File: src/rtl/pattern_game_core.sv
// pattern_game_core
//   Memory-sequence game engine. After an accepted start it fills a pattern
//   memory from a free-running LFSR. It plays the first round_len steps on
//   the LEDs, then checks the player's button presses against them. Each
//   cleared round lengthens the pattern by one step. The game ends in WIN
//   once MAX_LEN steps are cleared. It ends in LOSE on a wrong press, on
//   simultaneous presses, or on an input timeout.
//
// Ports
//   clk_2      system clock, rising edge
//   rst        synchronous active-high reset
//   start      one-cycle pulse, accepted in IDLE / WIN / LOSE
//   level      difficulty 0..3, latched on an accepted start
//   btn        debounced button levels, 1 = pressed
//   led        LED drive, 1 = lit
//   phase      0 IDLE, 1 GEN, 2 SHOW, 3 GAP, 4 INPUT, 5 WIN, 6 LOSE
//   round_len  pattern length of the current round
//   score      rounds completed in the current game
//   win/lose   high while in WIN / LOSE
module pattern_game_core #(
  parameter int          NUM_CH         = 8,
  parameter int          MAX_LEN        = 16,
  parameter int          SHOW_CYCLES    = 1000,
  parameter int          GAP_CYCLES     = 500,
  parameter int          TIMEOUT_CYCLES = 200000,
  parameter logic [15:0] SEED           = 16'hACE1
) (
  input  logic                     clk_2,
  input  logic                     rst,
  input  logic                     start,
  input  logic [1:0]               level,
  input  logic [NUM_CH-1:0]        btn,
  output logic [NUM_CH-1:0]        led,
  output logic [2:0]               phase,
  output logic [$clog2(MAX_LEN):0] round_len,
  output logic [$clog2(MAX_LEN):0] score,
  output logic                     win,
  output logic                     lose
);

  localparam int CW      = $clog2(NUM_CH);
  localparam int AW      = $clog2(MAX_LEN);
  localparam int LW      = AW + 1;
  localparam int GAP_LEN = (GAP_CYCLES < 1) ? 1 : GAP_CYCLES;
  localparam int TMAX    = (SHOW_CYCLES > GAP_LEN) ? SHOW_CYCLES : GAP_LEN;
  localparam int TW      = (TMAX < 2) ? 1 : $clog2(TMAX);
  localparam int TOW     = (TIMEOUT_CYCLES < 2) ? 1 : $clog2(TIMEOUT_CYCLES);

  typedef enum logic [2:0] {
    ST_IDLE  = 3'd0,
    ST_GEN   = 3'd1,
    ST_SHOW  = 3'd2,
    ST_GAP   = 3'd3,
    ST_INPUT = 3'd4,
    ST_WIN   = 3'd5,
    ST_LOSE  = 3'd6
  } state_t;

  state_t             state_q, state_d;
  logic [15:0]        lfsr_q, lfsr_d;
  logic [1:0]         lv_q, lv_d;
  logic [LW-1:0]      round_len_q, round_len_d;
  logic [LW-1:0]      score_q, score_d;
  logic [LW-1:0]      ptr_q, ptr_d;
  logic [AW-1:0]      gen_cnt_q, gen_cnt_d;
  logic [TW-1:0]      timer_q, timer_d;
  logic [TOW-1:0]     tmo_q, tmo_d;
  logic               lead_gap_q, lead_gap_d;
  logic [NUM_CH-1:0]  btn_prev_q, btn_prev_d;

  // Pattern memory: written during GEN, read with one register stage.
  logic [CW-1:0]      mem_q [MAX_LEN];
  logic [CW-1:0]      rd_q;
  logic               mem_we;

  logic [NUM_CH-1:0]  exp_oh;
  logic [NUM_CH-1:0]  rise;
  logic [TW-1:0]      show_last;
  int                 show_len_i;

  // One-hot of the step the player is expected to press / is being shown.
  for (genvar gi = 0; gi < NUM_CH; gi++) begin : g_exp_oh
    assign exp_oh[gi] = (rd_q == CW'(gi));
  end

  assign rise = btn & ~btn_prev_q;

  // Higher difficulty shortens playback; never below one cycle.
  always_comb begin
    show_len_i = SHOW_CYCLES >> lv_q;
    if (show_len_i < 1) show_len_i = 1;
    show_last = TW'(show_len_i - 1);
  end

  always_comb begin
    state_d     = state_q;
    lfsr_d      = lfsr_q[0] ? ((lfsr_q >> 1) ^ 16'hB400) : (lfsr_q >> 1);
    lv_d        = lv_q;
    round_len_d = round_len_q;
    score_d     = score_q;
    ptr_d       = ptr_q;
    gen_cnt_d   = gen_cnt_q;
    timer_d     = timer_q;
    tmo_d       = tmo_q;
    lead_gap_d  = lead_gap_q;
    btn_prev_d  = btn;
    mem_we      = 1'b0;
    led         = '0;

    case (state_q)
      ST_IDLE, ST_WIN, ST_LOSE: begin
        if (state_q == ST_WIN)  led = '1;
        if (state_q == ST_LOSE) led = exp_oh;
        if (start) begin
          lv_d = level;
          if (int'(level) + 1 > MAX_LEN) round_len_d = LW'(MAX_LEN);
          else                           round_len_d = LW'(int'(level) + 1);
          score_d    = '0;
          ptr_d      = '0;
          gen_cnt_d  = '0;
          lead_gap_d = 1'b0;
          state_d    = ST_GEN;
        end
      end

      ST_GEN: begin
        mem_we    = 1'b1;
        gen_cnt_d = gen_cnt_q + AW'(1);
        if (gen_cnt_q == AW'(MAX_LEN - 1)) begin
          ptr_d   = '0;
          timer_d = '0;
          state_d = ST_SHOW;
        end
      end

      ST_SHOW: begin
        led     = exp_oh;
        timer_d = timer_q + TW'(1);
        if (timer_q == show_last) begin
          timer_d = '0;
          state_d = ST_GAP;
        end
      end

      ST_GAP: begin
        timer_d = timer_q + TW'(1);
        if (timer_q == TW'(GAP_LEN - 1)) begin
          timer_d = '0;
          if (lead_gap_q) begin
            // Dark interval between the input echo and a new playback.
            lead_gap_d = 1'b0;
            ptr_d      = '0;
            state_d    = ST_SHOW;
          end else if (ptr_q < round_len_q - LW'(1)) begin
            ptr_d   = ptr_q + LW'(1);
            state_d = ST_SHOW;
          end else begin
            ptr_d   = '0;
            tmo_d   = '0;
            state_d = ST_INPUT;
          end
        end
      end

      ST_INPUT: begin
        led = btn;
        if (rise != '0) begin
          tmo_d = '0;
          // Exact match also rejects multiple simultaneous edges.
          if (rise == exp_oh) begin
            if (ptr_q < round_len_q - LW'(1)) begin
              ptr_d = ptr_q + LW'(1);
            end else begin
              score_d = score_q + LW'(1);
              if (round_len_q == LW'(MAX_LEN)) begin
                state_d = ST_WIN;
              end else begin
                round_len_d = round_len_q + LW'(1);
                ptr_d       = '0;
                timer_d     = '0;
                lead_gap_d  = 1'b1;
                state_d     = ST_GAP;
              end
            end
          end else begin
            // ptr is held so LOSE shows the button that was expected.
            state_d = ST_LOSE;
          end
        end else if (TIMEOUT_CYCLES != 0) begin
          if (tmo_q == TOW'(TIMEOUT_CYCLES - 1)) state_d = ST_LOSE;
          else                                   tmo_d   = tmo_q + TOW'(1);
        end
      end

      default: state_d = ST_IDLE;
    endcase
  end

  always_ff @(posedge clk_2) begin
    if (rst) begin
      state_q     <= ST_IDLE;
      lfsr_q      <= SEED;
      lv_q        <= '0;
      round_len_q <= '0;
      score_q     <= '0;
      ptr_q       <= '0;
      gen_cnt_q   <= '0;
      timer_q     <= '0;
      tmo_q       <= '0;
      lead_gap_q  <= 1'b0;
      btn_prev_q  <= '0;
    end else begin
      state_q     <= state_d;
      lfsr_q      <= lfsr_d;
      lv_q        <= lv_d;
      round_len_q <= round_len_d;
      score_q     <= score_d;
      ptr_q       <= ptr_d;
      gen_cnt_q   <= gen_cnt_d;
      timer_q     <= timer_d;
      tmo_q       <= tmo_d;
      lead_gap_q  <= lead_gap_d;
      btn_prev_q  <= btn_prev_d;
    end
  end

  // Reading at ptr_d keeps rd_q aligned with ptr_q in every state.
  always_ff @(posedge clk_2) begin
    if (mem_we) mem_q[gen_cnt_q] <= lfsr_q[CW-1:0];
    rd_q <= mem_q[ptr_d[AW-1:0]];
  end

  assign phase     = state_q;
  assign round_len = round_len_q;
  assign score     = score_q;
  assign win       = (state_q == ST_WIN);
  assign lose      = (state_q == ST_LOSE);

endmodule

File: config.mk
export PLATFORM = sky130hd
export DESIGN_NAME = pattern_game_core
export DESIGN_NICKNAME = d
export VERILOG_FILES = /design/src/rtl/pattern_game_core.sv
export SDC_FILE = /design/constraint.sdc
export NUM_CORES = 1
export LEC_CHECK = 0
export CAP_MARGIN = 0
export CORE_MARGIN = 2
export CORE_UTILIZATION = 45
export CTS_CLUSTER_DIAMETER = 30
export CTS_CLUSTER_SIZE = 40
export DETAILED_ROUTE_END_ITERATION = 10
export SLEW_MARGIN = 30
export SYNTH_ARGS = -nofsm -noshare
export SYNTH_HDL_FRONTEND = slang
export SYNTH_SLANG_ARGS = --single-unit
File: constraint.sdc
create_clock -name clk_2 -period 4.07 [get_ports clk_2]
set_input_delay 0.814 -clock clk_2 [delete_from_list [all_inputs] [get_ports clk_2]]
set_output_delay 0.814 -clock clk_2 [all_outputs]
set_load 0.005 [all_outputs]
==> results.cfg <==
[status]
outcome = finished, final reports clean

[power_and_ir_drop]
power_density_nw_per_um2 = 527
sequentialPowerShare = 0.399
p_sw_mw = 1.17
combPwrFrac = 0.226
p_int_mw = 2.67
clockPowerShare = 0.375
p_leak_nw = 2.75
irDropWorstVdd_mv = 0.244
switching_share = 0.304

[hold_path]
min_delay_path_depth = 1
hp-class = reg -> reg

[drt]
drt_pass1_iterations = 5
totalWireLength_mm = 13.0
drt_iter0_markers = 324
route.detailed.drc = 0
routed_via_density = 5.42
avgRoutedWirePerCell_um = 15.0
drtAntennaViolNets = 0
num_vias = 4697

[cts]
cts_sinks = 128
clk_pin_slew_ns = 0.06
cts_tree = yes
holdBufCountCts = 0
post-cts-setup-buffers = 0
cts_max_level = 4
post_cts_resized = 0
clk_path_buf_depth = 2
numCtsBuffers = 17
root_buffer = clkbuf_16
insertion_delay_ns = 0.42

[finish]
final_nets = 712
multi_input_area_um2 = 2930
antenna_cells = 0
final_cells = 867
drive_gt1_frac = 0.0970
area_growth_pct = 18.6
regArea_um2 = 3040
fillCellCount = 1190

[setup_path]
path_depth = 13
crit_buf_inv = 2
arrival_ns = 3.80
rr_worst_depth = 16
cp_cell_sequence = clkdlybuf4s50_1 -> nor2b_1 -> and3b_1 -> o21ai_1 -> a2111o_1 -> nor4_1 -> o21ai_2 -> mux2i_4 -> buf_12 -> mux2i_1 -> a22o_1 -> o22ai_1 -> a221o_1
crit_required_ns = 4.37
slowest_delay_ns = 0.49
worstPathMaxFanout = 25
setup.worst_path.end_class = flip-flop
cp-start-kind = input port
crit_type = in -> reg
slowest_stage = clkdlybuf4s50_1
cp_top_family = compound AO/OA/AOI/OAI gates

[placement]
post-place-cells = 835
post-dp-hpwl_mm = 9.20
place_congestion = 0.896
io_buffers = 35

[timing]
timing.fmax_mhz = 285
finalSetupViolCount = 0
drv_slew = 0
slew_headroom = 0.426
rsz0062_at_grt = no
tns_ns = 0
clock-skew-final_ns = 0.00993
period_share = 0.861
hold_violations = 0
period_needed_ns = 3.50
worst_pin_slew_ns = 0.861

[floorplanning]
core-area_um2 = 13300
start_util = 0.463
num_io_pins = 36
die_area_um2 = 14600
die_h_um = 121
rows = 42
dieWidth_um = 121

[global_routing]
overflow = 0
grt_pass1_vias = 4590
grt_use_total = 0.194
grt_pass1_wl_mm = 22.2
grt_max_degree = 51
antenna_found_initial = 0

[synthesis]
ys.flop_type = dfxtp_1
yosys_warnings = 0
synthArstFlopShare = 0
syn_area_per_cell_um2 = 9.67
ys_ff_latch = 128
seq_area_frac_synth = 0.495
synth_cells = 636
synthDistinctLibCells = 56
syn_area_um2 = 6150
synth_edf_count = 48
synth_fp_nets = 670

[run]
max_cap_viol_count = 0
==> power groups by stage <==
| stage | combinational [mW] | clock (mW) | sequential (mW) |
|---|---|---|---|
| 6_report | 0.868 | 1.44 | 1.53 |
| 2_1_floorplan | 0.634 | 0 | 1.47 |
| 3_5_place_dp | 0.859 | 0 | 1.56 |
| 3_3_place_gp | 0.849 | 0 | 1.56 |
| 4_1_cts | 0.865 | 1.47 | 1.53 |
| 5_1_grt | 0.980 | 1.53 | 1.55 |
==> final timing paths <==
check | startpoint | to | slack [ns]
max | btn[4] | rd_q[0] | 0.57
min | lfsr_q[7] | lfsr_q[6] | 0.41
max reg2reg | round_len[1] | rd_q[0] | 0.58
min reg2reg | lfsr_q[7] | lfsr_q[6] | 0.41
==> cell type report <==
| type | instances | area share |
|---|---|---|
| sequential | 128 | 0.417 |
| multi-input combinational | 470 | 0.402 |
| timing repair buffer | 49 | 0.0652 |
| clock buffer | 21 | 0.0640 |
| tap | 176 | 0.0302 |
| clock inverter | 11 | 0.0148 |
| inverter | 12 | 0.00618 |
==> cells in the final DEF, fill, tap and decap left out, types with 19 or more instances in the layout <==
master and count:
o21ai_0 20, nor2_1 72, dfxtp_1 80, nand2b_1 19
a21oi_1 35, nor2b_1 25, nand3_1 22, ha_1 21
clkdlybuf4s50_1 34, nand2_1 68, xor2_1 27, edfxtp_1 48
==> metal layers <==
| metal | track usage | share of wire | vias to the layer above |
|---|---|---|---|
| li1 | - | - | 2344 |
| met1 | 0.268 | 0.50 | 2230 |
| met2 | 0.290 | 0.44 | 109 |
| met3 | 0.0479 | 0.046 | 14 |
| met4 | 0.0799 | 0.015 | 0 |
| met5 | 0 | 0 | - |
==> cell usage after synthesis, types with 11 or more instances <==
cell type  number  area (um2)
inv_1          12        45.0
nor2b_1        25         156
nand2_1        68         255
mux2i_1        17         170
dfxtp_1        80        1600
nor2_1         72         270
nand3_1        22         110
ha_1           21         263
nand4_1        14        87.6
nand2b_1       19         119
xnor2_1        13         114
clkbuf_1       16        60.1
xor2_1         27         236
a22oi_1        11        82.6
a21oi_1        35         175
o21ai_0        20         100
edfxtp_1       48        1440
==> registers in the layout (all words and copies together), names as in the netlist <==
register	flops
btn_prev_q	8
gen_cnt_q	4
lead_gap_q	1
lfsr_q	16
lv_q	2
mem_q	48
phase	3
ptr_q	5
rd_q	3
round_len	5
score	5
timer_q	10
tmo_q	18
==> cell families after synthesis <==
family                   Yosys count  share of synthesized area
AO/OA/AOI/OAI                    116                      0.122
XOR/XNOR                          40                     0.0570
AND/OR/NAND/NOR                  272                      0.218
multiplexers                      21                     0.0368
buffers and inverters             38                     0.0283
flip-flops                       128                      0.495
adder cells (fa/ha/maj)           21                     0.0427
==> metrics by stage <==
stage	area, um2	setup slack (ns)	hold WS (ns)	power (mW)	utilization
after floorplan	6150	0.530	0.389	2.11	-
after global placement	6720	0.228	0.392	2.41	0.505
after detailed placement	6720	0.149	0.398	2.42	0.505
after CTS	7290	0.567	0.416	3.87	0.548
after global routing	7290	0.135	0.429	4.07	0.548
final	7290	0.567	0.413	3.84	0.548
(Power assumes the default switching activity.)
